File: src/rtl/trng_pkg.sv
// Shared register map, STATUS layout and identity words for the TRNG debug controller.
// Used by trng_debug_ctrl_mc and its optional debug FIFO (TRNG_DEBUG_FIFO_EN).
package trng_pkg;

  localparam logic [7:0] ADDR_NAME0   = 8'h00;
  localparam logic [7:0] ADDR_NAME1   = 8'h01;
  localparam logic [7:0] ADDR_VERSION = 8'h02;
  localparam logic [7:0] ADDR_CTRL    = 8'h08;
  localparam logic [7:0] ADDR_STATUS  = 8'h09;
  localparam logic [7:0] ADDR_ROUNDS  = 8'h0a;
  localparam logic [7:0] ADDR_SRC_EN  = 8'h0b;
  localparam logic [7:0] ADDR_SRC_SEL = 8'h0c;
  localparam logic [7:0] ADDR_LEVEL   = 8'h0d;
  localparam logic [7:0] ADDR_DATA    = 8'h10;

  localparam logic [31:0] CORE_NAME0   = 32'h74726e67;
  localparam logic [31:0] CORE_NAME1   = 32'h2d646267;
  localparam logic [31:0] CORE_VERSION = 32'h302e3130;

  localparam int STAT_CSPRNG_ERR = 0;
  localparam int STAT_EMPTY      = 1;
  localparam int STAT_FULL       = 2;
  localparam int STAT_OVERFLOW   = 3;

  typedef struct packed {
    logic ovf;
    logic full;
    logic empty;
    logic err;
  } status_t;

  function automatic logic is_writable(input logic [7:0] a);
    return (a == ADDR_CTRL) || (a == ADDR_STATUS) ||
           (a == ADDR_ROUNDS) || (a == ADDR_SRC_EN) ||
           (a == ADDR_SRC_SEL);
  endfunction

endpackage

File: src/rtl/trng_debug_fifo.sv
// Debug sample FIFO: 32-bit words, power-of-two DEPTH, level 0..DEPTH.
// Built only when TRNG_DEBUG_FIFO_EN is defined.
module trng_debug_fifo #(
  parameter int DEPTH = 16,
  localparam int AW = $clog2(DEPTH)
) (
  input  logic          clk,
  input  logic          reset_n,
  input  logic          flush,
  input  logic          push,
  input  logic          pop,
  input  logic [31:0]   wdata,
  output logic [31:0]   rdata,
  output logic          full,
  output logic          empty,
  output logic [AW:0]   level
);

  logic [31:0]   mem [DEPTH];
  logic [AW-1:0] wptr;
  logic [AW-1:0] rptr;
  logic          do_push;
  logic          do_pop;

  assign empty   = (level == '0);
  assign full    = (level == (AW+1)'(DEPTH));
  assign do_pop  = pop & ~empty;
  // A full FIFO still accepts a word when the head leaves on the same edge.
  assign do_push = push & (~full | do_pop);
  assign rdata   = mem[rptr];

  always_ff @(posedge clk or negedge reset_n) begin
    if (!reset_n) begin
      wptr  <= '0;
      rptr  <= '0;
      level <= '0;
    end else if (flush) begin
      wptr  <= '0;
      rptr  <= '0;
      level <= '0;
    end else begin
      if (do_push) wptr <= wptr + 1'b1;
      if (do_pop)  rptr <= rptr + 1'b1;
      case ({do_push, do_pop})
        2'b10:   level <= level + 1'b1;
        2'b01:   level <= level - 1'b1;
        default: level <= level;
      endcase
    end
  end

  always_ff @(posedge clk) begin
    if (do_push) mem[wptr] <= wdata;
  end

endmodule

File: src/rtl/trng_debug_ctrl_mc.sv
// TRNG debug controller: register API, CSPRNG control, sticky alarms.
// Define TRNG_DEBUG_FIFO_EN to build the debug sample FIFO.
module trng_debug_ctrl_mc
  import trng_pkg::*;
#(
  parameter int         NUM_SRC        = 4,
  parameter int         FIFO_DEPTH     = 16,
  parameter logic [4:0] DEFAULT_ROUNDS = 5'd24
) (
  input  logic                  clk,
  input  logic                  reset_n,
  input  logic                  cs,
  input  logic                  we,
  input  logic [7:0]            address,
  input  logic [31:0]           write_data,
  output logic [31:0]           read_data,
  output logic                  error,
  input  logic [32*NUM_SRC-1:0] src_data,
  input  logic [NUM_SRC-1:0]    src_valid,
  output logic [NUM_SRC-1:0]    src_enable,
  output logic                  csprng_debug_mode,
  output logic [4:0]            csprng_num_rounds,
  output logic                  csprng_reseed,
  input  logic                  csprng_error,
  output logic                  security_error
);

  localparam int LW = $clog2(FIFO_DEPTH) + 1;

  logic          rd;
  logic          wr;
  logic          wr_en;
  logic [2:0]    sel;
  logic          sel_bad;
  logic          sel_wr_bad;
  logic          mapped;
  logic          rd_err;
  logic          wr_err;
  logic [31:0]   rdata;
  logic          err_q;
  logic          ovf_q;
  logic          ovf_set;
  logic          fifo_full;
  logic          fifo_empty;
  logic [LW-1:0] fifo_level;
  logic [31:0]   fifo_head;
  logic          pop;
  logic          flush;
  status_t       status;
  logic          unused_ok;

  assign rd         = cs & ~we;
  assign wr         = cs & we;
  assign sel_bad    = 32'(sel) >= NUM_SRC;
  assign sel_wr_bad = 32'(write_data[2:0]) >= NUM_SRC;
  assign unused_ok  = ^{write_data, src_data, src_valid};

  assign status = '{ovf: ovf_q, full: fifo_full,
                    empty: fifo_empty, err: err_q};

  always_comb begin
    rdata  = '0;
    mapped = 1'b1;
    case (address)
      ADDR_NAME0:   rdata = CORE_NAME0;
      ADDR_NAME1:   rdata = CORE_NAME1;
      ADDR_VERSION: rdata = CORE_VERSION;
      ADDR_CTRL:    rdata = {31'b0, csprng_debug_mode};
      ADDR_STATUS:  rdata = 32'(status);
      ADDR_ROUNDS:  rdata = {27'b0, csprng_num_rounds};
      ADDR_SRC_EN:  rdata = 32'(src_enable);
      ADDR_SRC_SEL: rdata = {29'b0, sel};
`ifdef TRNG_DEBUG_FIFO_EN
      ADDR_LEVEL:   rdata = 32'(fifo_level);
      ADDR_DATA:    rdata = fifo_empty ? '0 : fifo_head;
`endif
      default:      mapped = 1'b0;
    endcase
  end

  assign rd_err = rd & (~mapped | ((address == ADDR_SRC_SEL) & sel_bad));
  assign wr_err = wr & (~is_writable(address) |
                  ((address == ADDR_SRC_SEL) & sel_wr_bad));
  assign error     = rd_err | wr_err;
  assign read_data = error ? '0 : rdata;
  assign wr_en     = wr & ~wr_err;

  assign flush = wr_en & (address == ADDR_CTRL) & ~write_data[0];
  assign pop   = rd & (address == ADDR_DATA) & ~fifo_empty;

`ifdef TRNG_DEBUG_FIFO_EN
  logic        push;
  logic [31:0] push_data;

  always_comb begin
    push_data = '0;
    push      = 1'b0;
    for (int i = 0; i < NUM_SRC; i++) begin
      if (sel == i[2:0]) begin
        push_data = src_data[32*i +: 32];
        push      = csprng_debug_mode & src_valid[i] & src_enable[i];
      end
    end
  end

  assign ovf_set = push & fifo_full & ~pop & ~flush;

  trng_debug_fifo #(
    .DEPTH (FIFO_DEPTH)
  ) u_fifo (
    .clk     (clk),
    .reset_n (reset_n),
    .flush   (flush),
    .push    (push),
    .pop     (pop),
    .wdata   (push_data),
    .rdata   (fifo_head),
    .full    (fifo_full),
    .empty   (fifo_empty),
    .level   (fifo_level)
  );
`else
  assign ovf_set    = 1'b0;
  assign fifo_full  = 1'b0;
  assign fifo_empty = 1'b0;
  assign fifo_level = '0;
  assign fifo_head  = '0;
`endif

  always_ff @(posedge clk or negedge reset_n) begin
    if (!reset_n) begin
      csprng_debug_mode <= 1'b0;
      csprng_reseed     <= 1'b0;
      csprng_num_rounds <= DEFAULT_ROUNDS;
      src_enable        <= '1;
      sel               <= '0;
      err_q             <= 1'b0;
      ovf_q             <= 1'b0;
    end else begin
      csprng_reseed <= wr_en & (address == ADDR_CTRL) & write_data[1];
      if (wr_en) begin
        case (address)
          ADDR_CTRL:    csprng_debug_mode <= write_data[0];
          ADDR_ROUNDS:  csprng_num_rounds <= write_data[4:0];
          ADDR_SRC_EN:  src_enable        <= write_data[NUM_SRC-1:0];
          ADDR_SRC_SEL: sel               <= write_data[2:0];
          default:      ;
        endcase
      end
      // A new event always beats a W1C on the same edge.
      err_q <= csprng_error | (err_q & ~(wr_en &
               (address == ADDR_STATUS) & write_data[STAT_CSPRNG_ERR]));
      ovf_q <= ovf_set | (ovf_q & ~(wr_en &
               (address == ADDR_STATUS) & write_data[STAT_OVERFLOW]));
    end
  end

  assign security_error = err_q | ovf_q;

endmodule

File: config.mk
export PLATFORM = sky130hd
export DESIGN_NAME = trng_debug_ctrl_mc
export DESIGN_NICKNAME = d
export VERILOG_FILES = /design/src/rtl/trng_pkg.sv /design/src/rtl/trng_debug_fifo.sv /design/src/rtl/trng_debug_ctrl_mc.sv
export SDC_FILE = /design/constraint.sdc
export NUM_CORES = 1
export LEC_CHECK = 0
export CAP_MARGIN = 20
export CORE_AREA = 2 2 85 87
export CTS_BUF_LIST = sky130_fd_sc_hd__clkbuf_4 sky130_fd_sc_hd__clkbuf_8 sky130_fd_sc_hd__clkbuf_16
export DETAILED_ROUTE_END_ITERATION = 16
export DIE_AREA = 0 0 87 89
export GPL_TIMING_DRIVEN = 0
export PLACE_DENSITY = 0.81
export SYNTH_ARGS = -nofsm -noshare
export SYNTH_HDL_FRONTEND = slang
export SYNTH_SLANG_ARGS = --single-unit
File: constraint.sdc
create_clock -name clk -period 3.38 [get_ports clk]
set_input_delay 0.676 -clock clk [delete_from_list [all_inputs] [get_ports clk]]
set_output_delay 0.676 -clock clk [all_outputs]
set_load 0.01 [all_outputs]
==> metrics <==
biggest area consumer among synthesized cells=dfrtp_1; Final setup viols=0; Startpoint Class=input pin; pwr/cell area=225 nW/um2; worst endpoint required time=2.70 ns; Syn Std Cell Area=1190 um2; grt total ovfl=0; Initial DRC Count=34; max_cap viols=0; initial antenna violation count=0; die width=87 um; Lkg Pwr=0.999 nW; Post-synth EDFFs=0; HP Class=reg2reg; Core Region=6720 um2; Buffers on Ports=55; status=complete, no violations; largest net degree at the start of global routing=17; DRC viols=0; DIE AREA=7740 um2; Chip Height=89 um; ys flop type=dfrtp_1; routed vias=1232; clock-pin slew of the registers on the worst-case setup and hold paths=0.06 ns; slowest cell on the critical path=or4_4; Cell Chain, Critical Path=dlygate4sd2_1 > or4_4 > buf_4 > nor3_1 > o32ai_2 > nor3_1 > dlygate4sd2_1; cells after synthesis=129; Worst Reg-to-Reg Cells=1; Hold Vio Cnt, Final=0; Worst Setup End Kind=primary output; Routed wire per std cell=13.9 um; drt pass-1 iters=4; reg-to-reg setup timing slack=2.58 ns; TritonCTS clock tree=yes; standard-cell rows=30; setup TNS=0 ns; Yosys reg bits=16; Max Freq=300 MHz; drt total wl=3910 um; hold_buf cts=0; Final GP Congestion=0.896; period utilization=0.985; fin crit period=3.33 ns; Post-Place Worst Slack=-1.01 ns; Slew @ Worst Pin=0.704 ns; ANT cells=0; DP HPWL=2920 um; area share of the largest cell type after synthesis=0.210; hold path start=sel[0]$_DFFE_PN0P_; Netlist cell types=39; # IOs=222; Critical Path Source=address[6]; Clock Latency Late Sink=0.25 ns; WS Path Type=in2out; Avg Cell Area, Syn=9.25 um2; first-pass GRT wire length=6140 um; RR Startpoint=csprng_num_rounds[1]$_DFFE_PN0P_; asr flop ratio synth=1.00; ratio of cells with drive above 1 in the final layout=0.383; Max Buffers Root-to-Sink=2; skew final=0 ns; Root Buffer=clkbuf_8; total power=0.480 mW; Max IR drop VDD=0.191 mV; nets@finish=379; Crit Path Max Fanout=4; Final ANT Viol Nets=0; setup ws final=0.0499 ns; Hold Crit Depth=1; Synth warnings=0; GRT Overall Usage=0.101; top cells by area, synth=dfrtp_1 (21%), dfstp_2 (13%), buf_4 (13%); Starting Density=0.178; Max transition margin=0.529; Pins Over Slew Limit=0; most common cell after layout, fill and taps aside=buf_4; Seq/Total Area, Yosys=0.342; number of CTS-inserted buffers=3; reg2reg end=csprng_num_rounds[1]$_DFFE_PN0P_; most frequent cells in the layout=buf_4 (31), clkdlybuf4s50_1 (24), dlygate4sd2_1 (21), dfrtp_1 (10); hold endpoint=sel[0]$_DFFE_PN0P_; area grow syn2layout=78.9%; H-Tree Depth=1; Vias/cell=4.38; worst path arrival time=2.65 ns; clk sinks=16; Filler cells=708; vias in the first global route=1261; CP peak stage delay=0.59 ns; RSZ-0062 raised after global routing=true
-- state kept, by name (all words and copies together), names as in the netlist --
register,count
src_enable,4
csprng_num_rounds,5
csprng_debug_mode,1
err_q,1
ovf_q,1
sel,3
csprng_reseed,1
-- cell usage after synthesis, drive strengths merged, types with 2 or more instances --
library cell / instances
buf: 20
mux2: 14
dfrtp: 10
nand2: 9
nor2: 7
nor3: 7
nor4: 7
clkbuf: 6
dfstp: 6
a31oi: 4
a21oi: 3
inv: 3
nand2b: 3
nand3: 3
or3: 3
mux2i: 2
o31ai: 2
or2: 2
or4: 2
-- layer usage --
layer  vias up  share of wire  global-route usage
li1        593              -                   -
met1       570           0.49               0.141
met2        63           0.42               0.157
met3         6          0.074              0.0175
met4         0          0.012              0.0355
met5         -              0                   0
-- worst max-delay path, delay by kind of cell --
kind	cells	cell delay, ns
simple gates	3	1.08
compound gates	1	0.15
buf+inv	3	0.75
-- cells by family (layout without fill, tap and decap cells) --
logic type             count (synthesis)  after routing  share of synthesized area
other                                  1              6                    0.00314
and+or+nand+nor                       47             47                      0.233
buffers and inverters                 29             96                      0.154
AOI/OAI and AO/OA                     20             20                      0.119
DFF                                   16             16                      0.342
muxes                                 16             16                      0.149
-- worst max-delay path by stage --
stage,end,slack [ns],cells past startpoint
final,read_data[0],0.05,7
after global routing,read_data[19],-0.04,8
after CTS,read_data[14],0.007,9
after global placement,read_data[14],-0.91,7
after floorplan,read_data[14],0.08,5
after detailed placement,read_data[26],-1.01,7
-- area by class of cell --
cell class | count | area [um2] | area share
Tap cell | 80 | 100 | 0.0469
Clock buffer | 4 | 55.1 | 0.0258
Sequential cell | 16 | 408 | 0.191
Inverter | 3 | 11.3 | 0.00527
Buffer | 26 | 215 | 0.101
Multi-Input combinational cell | 89 | 771 | 0.361
Timing Repair Buffer | 63 | 576 | 0.269
-- where the power goes --
group	leakage, nW	switching [mW]	internal (mW)
combinational	0.774	0.0610	0.0502
sequential	0.196	0.00282	0.197
clock	0.0288	0.0653	0.103
-- timing repair --
action                                  4_1_cts  5_1_grt
setup buffers                                 7        1
pin swaps                                    11        3
resized for setup                            66       15
endpoints found under the setup margin       27       18
-- per-stage QoR --
step	instance area [um2]	hold slack, ns	utilization	cells
3_5_place_dp	1860	0.498	0.277	269
5_1_grt	2140	0.544	0.318	281
4_1_cts	2120	0.512	0.315	280
3_3_place_gp	1860	0.489	0.277	269
6_report	2140	0.512	0.318	281
2_1_floorplan	1210	0.380	-	134
Note: power is estimated with default switching activity, not from simulation.
